<file path="src/rtl/neural_layer_engine.sv">
// Fixed-point dense layer: N_OUT neurons, each a signed MAC over N_IN loaded inputs/weights.
// Optional ReLU activation when NEURAL_RELU_EN is defined; identity activation otherwise.
module neural_layer_engine #(
  parameter int DATA_W = 8,
  parameter int FRAC_W = 4,
  parameter int N_IN   = 4,
  parameter int N_OUT  = 4,
  parameter int ADDR_W = 8,
  parameter logic [ADDR_W-1:0] RESULT_BASE = 8'h80
) (
  input  logic              clk,
  input  logic              reset,
  input  logic              wr_en,
  input  logic [ADDR_W-1:0] wr_addr,
  input  logic [DATA_W-1:0] wr_data,
  input  logic              start,
  input  logic [ADDR_W-1:0] rd_addr,
  output logic              busy,
  output logic              finished,
  output logic [ADDR_W-1:0] result_base_address,
  output logic [ADDR_W-1:0] result_word_count,
  output logic [DATA_W-1:0] data_out
);

  // state | meaning
  // IDLE  | no evaluation since reset
  // MAC   | accumulate x[i]*w[n][i], one term per cycle
  // STORE | scale, saturate, activate and write result[n]
  // DONE  | layer complete, results valid
  localparam logic [1:0] IDLE  = 2'd0;
  localparam logic [1:0] MAC   = 2'd1;
  localparam logic [1:0] STORE = 2'd2;
  localparam logic [1:0] DONE  = 2'd3;

  localparam int ACC_W = 2*DATA_W + 4;
  localparam int CNT_W = 5;
  localparam int N_W   = N_IN*N_OUT;

  localparam logic signed [ACC_W-1:0] SAT_MAX = {{(ACC_W-DATA_W+1){1'b0}}, {(DATA_W-1){1'b1}}};
  localparam logic signed [ACC_W-1:0] SAT_MIN = {{(ACC_W-DATA_W+1){1'b1}}, {(DATA_W-1){1'b0}}};

  logic [1:0]              state_q, state_d;
  logic [CNT_W-1:0]        n_q, n_d;
  logic [CNT_W-1:0]        i_q, i_d;
  logic signed [ACC_W-1:0] acc_q, acc_d;

  logic [DATA_W-1:0] x_mem_q   [N_IN];
  logic [DATA_W-1:0] w_mem_q   [N_W];
  logic [DATA_W-1:0] res_mem_q [N_OUT];

  logic              wr_ok;
  logic [31:0]       wa;
  logic [N_IN-1:0]   x_we;
  logic [N_W-1:0]    w_we;
  logic              res_we;
  logic [31:0]       w_idx;

  logic signed [DATA_W-1:0] x_sel, w_sel;
  logic signed [ACC_W-1:0]  x_ext, w_ext, prod;
  logic signed [ACC_W-1:0]  shifted;
  logic signed [DATA_W-1:0] sat_val;
  logic [DATA_W-1:0]        act_val;

  assign busy                = (state_q == MAC) || (state_q == STORE);
  assign finished            = (state_q == DONE);
  assign result_base_address = RESULT_BASE;
  assign result_word_count   = ADDR_W'(N_OUT);

  // Load-port decode; out-of-map addresses match no entry and are dropped
  assign wr_ok = wr_en && !busy;
  assign wa    = 32'(wr_addr);

  always_comb begin
    x_we = '0;
    w_we = '0;
    for (int k = 0; k < N_IN; k++)
      x_we[k] = wr_ok && (wa == 32'(k));
    for (int k = 0; k < N_W; k++)
      w_we[k] = wr_ok && (wa == 32'(N_IN + k));
  end

  assign w_idx = 32'(n_q) * 32'(N_IN) + 32'(i_q);

  always_comb begin
    x_sel = '0;
    w_sel = '0;
    for (int k = 0; k < N_IN; k++)
      if (i_q == CNT_W'(k)) x_sel = x_mem_q[k];
    for (int k = 0; k < N_W; k++)
      if (w_idx == 32'(k)) w_sel = w_mem_q[k];
  end

  assign x_ext = {{(ACC_W-DATA_W){x_sel[DATA_W-1]}}, x_sel};
  assign w_ext = {{(ACC_W-DATA_W){w_sel[DATA_W-1]}}, w_sel};
  assign prod  = x_ext * w_ext;

  assign shifted = acc_q >>> FRAC_W;

  always_comb begin
    if (shifted > SAT_MAX)      sat_val = SAT_MAX[DATA_W-1:0];
    else if (shifted < SAT_MIN) sat_val = SAT_MIN[DATA_W-1:0];
    else                        sat_val = shifted[DATA_W-1:0];
  end

`ifdef NEURAL_RELU_EN
  assign act_val = sat_val[DATA_W-1] ? '0 : sat_val;
`else
  assign act_val = sat_val;
`endif

  always_comb begin
    state_d = state_q;
    n_d     = n_q;
    i_d     = i_q;
    acc_d   = acc_q;
    res_we  = 1'b0;
    case (state_q)
      IDLE, DONE: begin
        if (start) begin
          state_d = MAC;
          n_d     = '0;
          i_d     = '0;
          acc_d   = '0;
        end
      end
      MAC: begin
        acc_d = acc_q + prod;
        if (i_q == CNT_W'(N_IN-1)) begin
          i_d     = '0;
          state_d = STORE;
        end else begin
          i_d = i_q + 1'b1;
        end
      end
      STORE: begin
        res_we = 1'b1;
        acc_d  = '0;
        if (n_q == CNT_W'(N_OUT-1)) begin
          state_d = DONE;
        end else begin
          n_d     = n_q + 1'b1;
          state_d = MAC;
        end
      end
      default: state_d = IDLE;
    endcase
  end

  always_ff @(posedge clk or negedge reset) begin
    if (!reset) begin
      state_q <= IDLE;
      n_q     <= '0;
      i_q     <= '0;
      acc_q   <= '0;
    end else begin
      state_q <= state_d;
      n_q     <= n_d;
      i_q     <= i_d;
      acc_q   <= acc_d;
    end
  end

  // Storage arrays are deliberately left out of reset
  always_ff @(posedge clk) begin
    for (int k = 0; k < N_IN; k++)
      if (x_we[k]) x_mem_q[k] <= wr_data;
    for (int k = 0; k < N_W; k++)
      if (w_we[k]) w_mem_q[k] <= wr_data;
    for (int k = 0; k < N_OUT; k++)
      if (res_we && (n_q == CNT_W'(k))) res_mem_q[k] <= act_val;
  end

  always_comb begin
    data_out = '0;
    for (int k = 0; k < N_OUT; k++)
      if (rd_addr == ADDR_W'(k)) data_out = res_mem_q[k];
  end

endmodule

</file>
<file path="config.mk">
export PLATFORM = sky130hd
export DESIGN_NAME = neural_layer_engine
export DESIGN_NICKNAME = d
export VERILOG_FILES = /design/src/rtl/neural_layer_engine.sv
export SDC_FILE = /design/constraint.sdc
export NUM_CORES = 1
export LEC_CHECK = 0
export CAP_MARGIN = 20
export CORE_MARGIN = 8
export CORE_UTILIZATION = 62
export CTS_CLUSTER_DIAMETER = 200
export DETAILED_ROUTE_END_ITERATION = 8
export PLACE_DENSITY = 0.81
export SLEW_MARGIN = 20
export SYNTH_ARGS = -nofsm -noshare
export SYNTH_HDL_FRONTEND = slang
export SYNTH_SLANG_ARGS = --single-unit
</file>
<file path="constraint.sdc">
create_clock -name clk -period 9.47 [get_ports clk]
set_clock_uncertainty 0.05 [all_clocks]
set_input_delay 1.894 -clock clk [delete_from_list [all_inputs] [get_ports clk]]
set_output_delay 1.894 -clock clk [all_outputs]
set_load 0.05 [all_outputs]
</file>
; Word level (Yosys, flattened, before mapping)
; Memories as Yosys holds them, arrays and structs flattened.
; Cells that the tools add are included.
[word_totals]
ram_bits = 192
reg_bits = 32
out_inout_bits = 26
memories = 3
input_bits = 28
[memory_table]
columns = memory, words, word_bits, rd, rd_ports_with_merged_regs, wr, line_no
row1 = w_mem_q, 16, 8, 16, 0, 1, 48  ; logic [DATA_W-1:0] w_mem_q [N_W];
row2 = res_mem_q, 4, 8, 4, 0, 1, 49  ; logic [DATA_W-1:0] res_mem_q [N_OUT];
row3 = x_mem_q, 4, 8, 4, 0, 1, 47  ; logic [DATA_W-1:0] x_mem_q [N_IN];
[classes]
n_addsub = 4
reduce_logical = 60
n_mux = 149
n_lt_le_gt_ge = 2
eq_ne = 49
multipliers = 1
[op_table]
columns = operator, count
row1 = 8-bit 2-to-1 mux, 47
row2 = 8-bit OR reduction, 21
row3 = 8-bit by 4-bit == test with 1-bit output (second input constant), 16
row4 = 1-bit 2-to-1 mux, 70
row5 = 8-bit by 3-bit == test with 1-bit output (second input constant), 8
row6 = 32-bit logical NOT, 2
row7 = 4-bit 2-to-1 mux, 15
row8 = 20-bit one-hot mux with 3 select lines, 1
row9 = 8-bit by 2-bit == test with 1-bit output (second input constant), 6
row10 = 8-bit by 5-bit == test with 1-bit output (second input constant), 4
row11 = 1-bit logical AND, 25
row12 = 8-bit by 1-bit == test with 1-bit output (second input constant), 3
row13 = 20-bit by 16-bit adder with 20-bit output, 1
row14 = 5-bit by 2-bit == test with 1-bit output (second input constant), 4
row15 = 20-bit 2-to-1 mux, 1
row16 = 5-bit one-hot mux with 2 select lines, 2
row17 = 2-bit 2-to-1 mux, 9
row18 = 16-bit by 8-bit greater-than comparator with 1-bit output (second input constant), 1
row19 = 16-bit by 8-bit < comparator with 1-bit output (second input constant), 1
row20 = 8-bit by 8-bit multiplier with 16-bit output, 1
row21 = 5-bit 2-to-1 mux, 3
row22 = 5-bit by 1-bit adder with 5-bit output (second input constant), 2
row23 = 5-bit by 1-bit == test with 1-bit output (second input constant), 2
row24 = 5-bit logical NOT, 2
row25 = 14 further kinds, 18

; Logic depth before layout (Yosys ltp)
[depth]
word_depth = 23
depth_mapped = 32

; Worst setup path after synthesis
; Ideal clock, no wire load.
[synth_timing]
path_type = reg-to-reg
from = reg i_q[3]
to = reg acc_q[19]
setup_slack_ns = 1.618
required_time_ns = 9.289
arrival_time_ns = 7.671
period_less_slack_ns = 7.852
path_stages_with_launch = 28
setup_ns = 0.131
path_cell_list = dfrtp_1 clkbuf_1 inv_1 fa_1 nor4b_2 a22o_1 buf_6 buf_8 nand4_1 a32oi_1 nor4b_1 o2111a_1 o21ai_2 nor2b_1 fa_1 fa_1 fa_1 fa_1 ha_1 ha_1 o21ai_0 nor2_1 a221oi_1 a21oi_1 a211oi_1 a21oi_1 xnor2_1 o21ai_0
[synth_between]
elab_chain_len = 21
[synth_rtl]
columns = element, line_no
row1 = start: declaration, 44  ; logic [CNT_W-1:0] i_q, i_d;
row2 = start signal: assignment, 158  ; i_q <= i_d;
row3 = 7-bit by 5-bit adder with 8-bit output, 82  ; assign w_idx = 32'(n_q) * 32'(N_IN) + 32'(i_q);
row4 = 32-bit logical NOT, 90  ; if (w_idx == 32'(k)) w_sel = w_mem_q[k];
row5 = 8-bit 2-to-1 mux (16 in a row), 90
row6 = 8-bit by 8-bit multiplier with 16-bit output *, 95  ; assign prod = x_ext * w_ext;
row7 = 20-bit by 16-bit adder with 20-bit output *, 127  ; acc_d = acc_q + prod;
row8 = 20-bit one-hot mux with 3 select lines *, 117  ; case (state_q)
row9 = end signal: assignment, 154  ; acc_q <= '0;
row10 = end signal: assignment, 159  ; acc_q <= acc_d;
row11 = end: declaration, 45  ; logic signed [ACC_W-1:0] acc_q, acc_d;
; Every way passes the cells marked *; elsewhere a longest branch is shown, timed or not.
; A chain may end at the register's enable or synchronous reset.

; Final worst setup path
[layout_timing]
from = reg i_q[2]
to = reg acc_q[19]
; Same word-level chain as after synthesis.

==> load_flow_metrics.sql <==
INSERT INTO impl_metrics (metric_group, metric, value, unit) VALUES
('status', 'status', 'complete, no violations', ''),
('drt', 'detail_route.wirelength.met1', '11810', 'µm'),
('floorplan', 'initial_core_utilization', '62.46', '%'),
('floorplan', 'boundaryPins', '54', ''),
('drt', 'wl_per_cell', '19.80', 'µm'),
('drt', 'detail_route.iter0.violations', '902', ''),
('setup_path', 'required_time_worst_endpoint', '9800', 'ps'),
('sta', 'slew_headroom', '36.83', '%'),
('synthesis', 'synthesis.area_per_instance', '11.75', 'µm²'),
('clock_tree', 'cts.root.buffer_cell', 'clkbuf_16', ''),
('clock_tree', 'cts.hold.buffers_added', '0', ''),
('synthesis', 'combinational_family_with_the_most_area_after_synthesis', 'adder cells', ''),
('placement', 'numPlacedInstances', '1432', ''),
('setup_path', 'critPathKind', 'reg -> reg', ''),
('setup_path', 'cp_slowest_cell', 'a22o_1', ''),
('placement', 'place_area', '14050', 'µm²'),
('drt', 'wl_met3', '2033', 'µm'),
('clock_tree', 'cts.repair.resized', '0', ''),
('clock_tree', 'cts_post_setup_buffers_inserted', '0', ''),
('synthesis', 'synthesis.instances', '1149', ''),
('final_layout', 'final.fill_count', '1516', ''),
('drt', 'route.detailed.drc', '0', ''),
('floorplan', 'core_region_area', '21620', 'µm²'),
('synthesis', 'share_of_async_settable_or_async_resettable_flops_after_synthesis', '14.29', '%'),
('clock_tree', 'tritoncts.num_buffers', '24', ''),
('global_routing', 'grt.overflow.total', '0', ''),
('sta', 'maxClockFrequency', '115.1', 'MHz'),
('global_routing', 'grt_pass1_wl', '47220', 'µm'),
('synthesis', 'post_synth_and_or_nand_nor_area_fraction', '13.15', '%'),
('synthesis', 'post_synth_instance_area', '13500', 'µm²'),
('global_routing', 'antenna_found_initial', '0', ''),
('final_layout', 'num_antenna_cells', '0', ''),
('floorplan', 'die_height', '163.6', 'µm'),
('floorplan', 'std_cell_rows', '54', ''),
('clock_tree', 'htree_levels', '1', ''),
('floorplan', 'floorplan.die_area', '26760', 'µm²'),
('drt', 'post_drt_via_cell_ratio', '6.095', ''),
('synthesis', 'synth.mux.area_fraction', '1.482', '%'),
('worst_hold_path', 'end_point_of_the_most_critical_hold_path', 'acc_q[0]', ''),
('synthesis', 'synth_seq_area_share', '48.62', '%'),
('drt', 'antenna_violating_nets_post_route', '0', ''),
('final_layout', 'design.final.nets', '1356', ''),
('drt', 'highest_layer', 'met4', ''),
('sta', 'final.setup.tns', '0', 'ps'),
('flow_run', 'max-cap-violations', '0', ''),
('clock_tree', 'tritoncts_clock_tree', 'built', ''),
('sta', 'slew_viol_final', '0', ''),
('placement', 'port_buffers', '37', ''),
('setup_path', 'setup.worst_path.end_class', 'flop', ''),
('setup_path', 'reg2regPathDepth', '29', ''),
('worst_hold_path', 'holdCritPathClass', 'reg -> reg', ''),
('synthesis', 'yosys_reg_bits', '224', ''),
('synthesis', 'post_synth_num_cell_types', '75', ''),
('clock_tree', 'cts-root-to-sink-buffers', '3', ''),
('sta', 'final_min_period_over_clock_period', '91.72', '%'),
('drt', 'drtPass1Iterations', '7', ''),
('placement', 'hpwlAfterDp', '21320', 'µm'),
('synthesis', 'compound_gate_fraction_of_synth_area', '10.61', '%'),
('global_routing', 'grt_pass1_vias', '9123', ''),
('sta', 'worst-slew-pin-transition', '944.6', 'ps'),
('sta', 'setup_viol_count_final', '0', ''),
('sta', 'rsz0062_at_grt', 'false', ''),
('clock_tree', 'clkSlewWorstSetupHoldPaths', '60', 'ps'),
('drt', 'routed-wl-met2', '14540', 'µm'),
('final_layout', 'final_cell_area', '14860', 'µm²'),
('sta', 'finalHoldViolations', '0', ''),
('drt', 'via_count', '8996', ''),
('setup_path', 'critical_path.most_common_cell', 'fa_1', ''),
('setup_path', 'timing.reg2reg.setup_slack', '780', 'ps'),
('final_layout', 'area.growth.synth_to_final', '10.02', '%'),
('placement', 'gp_congestion', '0.9381', '');
## placed cells by master (no fill, tap or decap), types with 11 or more instances in the layout
cell type	netlist	routed
edfxtp_1	192	192
o21ai_0	43	43
clkdlybuf4s50_1	0	37
conb_1	2	16
and3_1	20	20
or2_1	13	13
ha_1	60	60
buf_4	18	13
dfrtp_1	32	32
fa_1	90	90
inv_1	130	130
nor2_1	89	89
nor3_1	29	27
nand3_1	29	29
nand2b_1	15	15
clkbuf_16	0	24
and2_1	12	12
nand3b_1	11	11
nand2_1	69	69
a21oi_1	54	54
nor2b_1	22	22
## synth_stat cells (all sizes together), types with 5 or more instances
master	n	share of area [%]
xor2	7	0.45
or3	5	0.23
buf	35	1.7
nand3b	12	0.69
ha	60	5.6
nand2	71	2.0
o31ai	8	0.44
xnor2	10	0.65
a22oi	5	0.32
dfrtp	32	5.9
or2	13	0.60
and2	12	0.56
a221oi	5	0.32
o21ai	47	1.9
fa	90	13
inv	130	3.6
a21o	6	0.33
nor2b	22	1.0
nand3	33	1.5
and3	20	0.93
nor3	29	1.1
o211ai	9	0.50
o22ai	9	0.42
edfxtp	192	43
a21oi	54	2.0
clkbuf	26	0.72
nand2b	15	0.69
a31oi	6	0.39
a311oi	7	0.50
nor2	89	2.5
a222oi	9	0.67
a211oi	6	0.33
nand4	10	0.46
o221ai	7	0.50
mux4	8	1.3
o21a	10	0.56
## how the worst max path moves through the flow
| stage | start | to | slack, ps |
|---|---|---|---|
| floorplan | i_q[3] | acc_q[19] | 1620 |
| global placement | i_q[2] | acc_q[19] | 1060 |
| detailed placement | i_q[2] | acc_q[19] | 830 |
| CTS | i_q[2] | acc_q[19] | 820 |
| global route | i_q[2] | acc_q[19] | 270 |
| finish | i_q[2] | acc_q[19] | 780 |
## metrics by stage
stage          worst slack, ps  util, %  hold WS (ps)
6_report                 784.1    68.72         453.0
2_1_floorplan             1618        -         395.3
3_5_place_dp             825.4    64.97         438.7
3_3_place_gp              1063    64.97         416.6
4_1_cts                  817.1    68.67         457.5
5_1_grt                  268.8    68.72         490.3
## worst max-delay path: cells and delay by family (launching register included)
| family | cells | cell delay, ps |
|---|---|---|
| adder cells (fa/ha/maj) | 8 | 3480 |
| AO/OA/AOI/OAI | 11 | 2540 |
| AND/OR/NAND/NOR | 4 | 1230 |
| buffers and inverters | 5 | 570 |
| flip-flops | 1 | 480 |
| XOR/XNOR | 1 | 190 |
## per-layer routing
metal  global-route usage (%)  vias to the layer above
met5                        0                        -
met4                    6.612                        0
met3                    3.453                       84
met2                    38.82                      400
met1                    28.33                     4413
li1                         -                     4099
## kinds of logic after synthesis
group,count (synthesis)
other,2
and+or+nand+nor,345
adders and majority gates,150
AOI/OAI and AO/OA,209
DFF,224
xor gates and xnor gates,17
buffers and inverters,192
muxes,10
## flip-flops by register name, indices dropped and copies added (netlist names)
| signal | count |
|---|---|
| x_mem_q | 32 |
| acc_q | 20 |
| res_mem_q | 32 |
| i_q | 5 |
| n_q | 5 |
| state_q | 2 |
| w_mem_q | 128 |
## area by class of cell
| type | count | area (µm²) | area share, % |
|---|---|---|---|
| Multi-Input combinational cell | 747 | 6180 | 41.60 |
| Clock inverter | 15 | 161.4 | 1.086 |
| Tap cell | 280 | 350.3 | 2.358 |
| Sequential cell | 224 | 6566 | 44.20 |
| Clock buffer | 29 | 639.4 | 4.304 |
| Timing Repair Buffer | 50 | 467.9 | 3.150 |
| Inverter | 131 | 491.7 | 3.310 |
Power is left out: the tool's default activity adds up to more than one toggle a clock period on the data nets, which glitch-free logic cannot reach.
